--- src/rtl/load_store_unit_pkg.sv ---
// Shared types for the load/store unit: RV32I funct3 encodings and FSM states.
package load_store_unit_pkg;

  localparam logic [2:0] F3_LB  = 3'b000;
  localparam logic [2:0] F3_LH  = 3'b001;
  localparam logic [2:0] F3_LW  = 3'b010;
  localparam logic [2:0] F3_LBU = 3'b100;
  localparam logic [2:0] F3_LHU = 3'b101;

  localparam logic [2:0] F3_SB  = 3'b000;
  localparam logic [2:0] F3_SH  = 3'b001;
  localparam logic [2:0] F3_SW  = 3'b010;

  typedef enum logic [1:0] {
    IDLE,
    REQ,
    WAIT,
    RESP
  } lsu_state_e;

endpackage

--- src/rtl/lsu_load_extend.sv ---
// Load lane select plus sign/zero extension of a 32-bit read word.
module lsu_load_extend
  import load_store_unit_pkg::*;
(
  input  logic [31:0] rdata,
  input  logic [1:0]  off,
  input  logic [2:0]  funct3,
  output logic [31:0] data
);

  logic [7:0]  b;
  logic [15:0] h;

  always_comb begin
    b    = rdata[{off, 3'b000} +: 8];
    h    = rdata[{off[1], 4'b0000} +: 16];
    data = '0;
    case (funct3)
      F3_LB:   data = {{24{b[7]}}, b};
      F3_LH:   data = {{16{h[15]}}, h};
      F3_LW:   data = rdata;
      F3_LBU:  data = {24'h0, b};
      F3_LHU:  data = {16'h0, h};
      default: data = '0;
    endcase
  end

endmodule

--- src/rtl/load_store_unit.sv ---
// Memory-stage load/store unit with req/gnt/rvalid bus handshake.
// Define LSU_MISALIGN_TRAP_EN to trap misaligned accesses instead of aligning them.
module load_store_unit
  import load_store_unit_pkg::*;
#(
  parameter int DWIDTH = 32,
  parameter int AWIDTH = 32
) (
  input  logic                  clk,
  input  logic                  reset,
  input  logic                  req_valid_i,
  output logic                  req_ready_o,
  input  logic                  is_load_i,
  input  logic                  is_store_i,
  input  logic [2:0]            funct3_i,
  input  logic [AWIDTH-1:0]     addr_i,
  input  logic [DWIDTH-1:0]     store_data_i,
  output logic                  mem_req_o,
  output logic                  mem_we_o,
  output logic [AWIDTH-1:0]     mem_addr_o,
  output logic [DWIDTH/8-1:0]   mem_be_o,
  output logic [DWIDTH-1:0]     mem_wdata_o,
  input  logic                  mem_gnt_i,
  input  logic                  mem_rvalid_i,
  input  logic [DWIDTH-1:0]     mem_rdata_i,
  output logic                  rsp_valid_o,
  output logic [DWIDTH-1:0]     rsp_data_o,
  output logic                  misalign_o
);

  lsu_state_e          state;
  logic [2:0]          f3_q;
  logic [1:0]          off_q;
  logic                ld_q;

  logic [1:0]          off;
  logic                st;
  logic                half;
  logic                word;
  logic                trap;
  logic [DWIDTH/8-1:0] be;
  logic [DWIDTH-1:0]   wdata;
  logic [DWIDTH-1:0]   ext_data;

  always_comb begin
    st   = is_store_i & ~is_load_i;
    half = is_load_i ? (funct3_i == F3_LH || funct3_i == F3_LHU)
                     : (funct3_i == F3_SH);
    word = is_load_i ? (funct3_i == F3_LW) : (funct3_i == F3_SW);
    off  = addr_i[1:0];
`ifdef LSU_MISALIGN_TRAP_EN
    trap = (is_load_i | is_store_i)
         & ((half & off[0]) | (word & (off != 2'b00)));
`else
    trap = 1'b0;
    if (half) off[0] = 1'b0;
    if (word) off = 2'b00;
`endif
    be    = '0;
    wdata = store_data_i;
    case (funct3_i)
      F3_SB: begin
        be    = 4'b0001 << off;
        wdata = {4{store_data_i[7:0]}};
      end
      F3_SH: begin
        be    = 4'b0011 << {off[1], 1'b0};
        wdata = {2{store_data_i[15:0]}};
      end
      F3_SW:   be = 4'hF;
      default: be = '0;
    endcase
    if (is_load_i) be = '1;
  end

  lsu_load_extend u_ext (
    .rdata  (mem_rdata_i),
    .off    (off_q),
    .funct3 (f3_q),
    .data   (ext_data)
  );

  always_ff @(posedge clk or posedge reset) begin
    if (reset) begin
      state       <= IDLE;
      req_ready_o <= 1'b1;
      mem_req_o   <= 1'b0;
      mem_we_o    <= 1'b0;
      mem_addr_o  <= '0;
      mem_be_o    <= '0;
      mem_wdata_o <= '0;
      rsp_valid_o <= 1'b0;
      rsp_data_o  <= '0;
      misalign_o  <= 1'b0;
      f3_q        <= '0;
      off_q       <= '0;
      ld_q        <= 1'b0;
    end else begin
      unique case (state)
        IDLE: if (req_valid_i) begin
          req_ready_o <= 1'b0;
          f3_q        <= funct3_i;
          off_q       <= off;
          ld_q        <= is_load_i;
          mem_we_o    <= st;
          mem_addr_o  <= {addr_i[AWIDTH-1:2], 2'b00};
          mem_be_o    <= be;
          mem_wdata_o <= wdata;
          if (!(is_load_i | is_store_i) || trap) begin
            state       <= RESP;
            rsp_valid_o <= 1'b1;
            rsp_data_o  <= '0;
            misalign_o  <= trap;
          end else begin
            state     <= REQ;
            mem_req_o <= 1'b1;
          end
        end
        REQ: if (mem_gnt_i) begin
          mem_req_o <= 1'b0;
          if (ld_q) begin
            state <= WAIT;
          end else begin
            state       <= RESP;
            rsp_valid_o <= 1'b1;
            misalign_o  <= 1'b0;
          end
        end
        WAIT: if (mem_rvalid_i) begin
          state       <= RESP;
          rsp_valid_o <= 1'b1;
          rsp_data_o  <= ext_data;
          misalign_o  <= 1'b0;
        end
        RESP: begin
          state       <= IDLE;
          rsp_valid_o <= 1'b0;
          misalign_o  <= 1'b0;
          req_ready_o <= 1'b1;
        end
        default: state <= IDLE;
      endcase
    end
  end

endmodule

--- config.mk ---
export PLATFORM = sky130hd
export DESIGN_NAME = load_store_unit
export DESIGN_NICKNAME = d
export VERILOG_FILES = /design/src/rtl/load_store_unit_pkg.sv /design/src/rtl/lsu_load_extend.sv /design/src/rtl/load_store_unit.sv
export SDC_FILE = /design/constraint.sdc
export NUM_CORES = 1
export LEC_CHECK = 0
export CELL_PAD_IN_SITES_DETAIL_PLACEMENT = 1
export CELL_PAD_IN_SITES_GLOBAL_PLACEMENT = 1
export CORE_ASPECT_RATIO = 0.7
export CORE_MARGIN = 2
export CORE_UTILIZATION = 28
export CTS_CLUSTER_DIAMETER = 50
export DETAILED_ROUTE_END_ITERATION = 7
export HOLD_SLACK_MARGIN = 0.06
export PLACE_DENSITY_LB_ADDON = 0.1
export SLEW_MARGIN = 20
export SYNTH_ARGS = -nofsm -noshare
export SYNTH_HDL_FRONTEND = slang
export SYNTH_SLANG_ARGS = --single-unit
--- constraint.sdc ---
create_clock -name clk -period 6.9 [get_ports clk]
set_input_delay 1.38 -clock clk [delete_from_list [all_inputs] [get_ports clk]]
set_output_delay 1.38 -clock clk [all_outputs]
set_load 0.1 [all_outputs]
==> out/results.ini <==
[synth]
synth_compound_area_share_pct=15.1
yosys.area_share.simple_pct=16.9
yosys-top-cells-count=184 x nand2_1, 109 x dfrtp_1, 49 x o21ai_0
yosys.area.top_type=dfrtp_1
synthXorXnorAreaFrac_pct=0
synth.most_common_cell=nand2_1
synth_top_area_share_pct=52.6
async_flop_share_pct=100
synthMuxAreaShare_pct=10.2
synthFlopType=dfrtp_1
synth_edf_count=0
synth_area_per_cell_sq_um=9.68
synth_area_sq_um=5190
yosysSeqAreaShare_pct=53.1
synth_top_family_by_area=simple AND/OR/NAND/NOR gates
synth_fa_ha_area_share_pct=0.964
synthCells=536
yosysWarnings=0
synth_seq_cells=110
ys_types=44
ys_top_cells_by_area=dfrtp_1 53%, nand2_1 13%, mux2i_1 6.8%

[sta]
max_freq_ghz=0.293
finalSetupViolations=0
fin_hold_ws_ns=0.479
slew_headroom_pct=30.7
final_max_slew_viol_count=0
setup_tns_ns=0
finClkSkew_ns=0.00569
min_period_ns=3.41
post-route-period-util_pct=49.4
rsz0062_at_grt=false
worst_pin_slew_ns=1.04
hold_viol=0

[die]
ios=211
die_y_um=118
die_area_sq_um=19700
floorplan.rows=41
die_x_um=167
start_util_pct=28.7
core_sq_um=18100

[grt]
grt_antenna_before_repair=0
grt_max_degree=101
grt_pass1_vias=4982
grt_usage_pct=17.9
grt_pass1_wl_um=28000
overflow=0

[setup_path]
crit_buf_inv=1
r2r-end=rsp_data_o[21]
cp-start-kind=flip-flop
crit_chain=clkdlybuf4s50_1
end_kind=primary output
crit_cells=1
max_stage_delay_ns=1.13
reg2reg_from=off_q[1]
worst-r2r-cell-count=4
worst-r2r-setup-slack_ns=4.45
path_max_fanout=3
worst_ep_arrival_time_ns=2.03
path_class=reg2out
slowest_stage=clkdlybuf4s50_1
crit_required_ns=5.52
critPathTopFamily=buffers and inverters

[clocking]
clock_path_buffers=2
cts_setup_buffers=0
path_clk_slew_ns=0.07
htreeDepth=3
cts_resized=0
clock-sinks=110
clk_latency_ns=0.35
root_buffer=clkbuf_16
cts_tree=built
cts_hold_buffers=0
cts_made_buffers=9

[min_path]
hp-start=mem_wdata_o[6]
hold_end=mem_wdata_o[6]
hold_depth=2
hp-class=reg2reg

[finish]
syn2layout_area_growth_pct=49.5
final_util_pct=42.9
layout-drive-gt1-share_pct=6.59
nNetsFinal=833
fill_cells=2068
antenna-diode-count=0

[flow_run]
cap_violations=0

[routing]
met1_length_um=8130
highest_layer=met4
ant_nets=0
drc=0
wl_met3_um=1320
vias=4671
route.met2.wl_um=7940
dr.pass1.iters=4
wl_per_cell_um=18.2
drt_iter0_markers=226
totalWireLength_um=17500
via_per_inst=4.85

[placed_design]
place_hpwl_um=12900
place_congestion=0.772
io_buffer_count=207

[run_status]
outcome=finished clean

-- cells in the final DEF (no fill, tap or decap), types with 3 or more instances in the layout --
| cell | n |
|---|---|
| nor2b_1 | 4 |
| a21oi_1 | 5 |
| dfrtp_1 | 109 |
| buf_4 | 5 |
| nand2b_1 | 4 |
| a221o_1 | 18 |
| conb_1 | 3 |
| clkdlybuf4s50_1 | 207 |
| mux2_2 | 14 |
| o21ai_0 | 49 |
| mux2i_1 | 35 |
| nand2_1 | 183 |
| o31ai_1 | 3 |
| inv_1 | 4 |
| a22oi_1 | 8 |
| a22o_1 | 10 |
| clkbuf_16 | 9 |
| nor2_1 | 8 |
| ha_1 | 4 |
| a32oi_1 | 6 |
| nor3_1 | 4 |
-- registers in the layout (all words and copies together) (netlist names), 2 cells and up --
signal and count:
f3_q 3, mem_addr_o 30, mem_be_o 4, mem_wdata_o 32
off_q 2, rsp_data_o 32, state 2
-- cell families (layout without fill, tap and decap cells) --
group | count (synthesis) | count (layout)
mux | 50 | 50
compound gates | 111 | 111
fa+ha+maj | 4 | 4
buf+inv | 43 | 233
other cells | 1 | 3
simple gates | 217 | 217
flops | 110 | 110
-- layer usage --
layer	GRT usage [%]	vias up
li1	-	2215
met1	24.5	2322
met2	27.9	124
met3	6.09	10
met4	3.29	0
met5	0	-
-- stage by stage --
stage / setup slack, ns / cells / area [sq um]
finish: 3.49 / 964 / 7760
CTS: 3.46 / 964 / 7750
global route: 3.43 / 964 / 7760
global placement: 3.20 / 948 / 7450
floorplan: 2.62 / 538 / 5200
detailed placement: 3.08 / 948 / 7450
-- area by class of cell --
class	count	area (sq um)	share of cell area (%)
Tap cell	236	295	3.80
Clock inverter	6	68.8	0.887
Timing Repair Buffer	212	2110	27.2
Sequential cell	110	2750	35.5
Multi-Input combinational cell	385	2270	29.3
Inverter	5	21.3	0.274
Clock buffer	10	239	3.08
-- worst max-delay path by stage --
stage	start	end	slack [ns]
after floorplan	reset	f3_q[0]	2.62
after global placement	funct3_i[0]	mem_wdata_o[10]	3.20
after detailed placement	funct3_i[0]	mem_wdata_o[9]	3.08
after CTS	funct3_i[0]	mem_wdata_o[9]	3.46
after global routing	is_load_i	rsp_data_o[27]	3.43
final	req_ready_o	req_ready_o	3.49
Power is not shown: default switching activity piles up to over one toggle a cycle in this logic, so the estimate is an artifact.
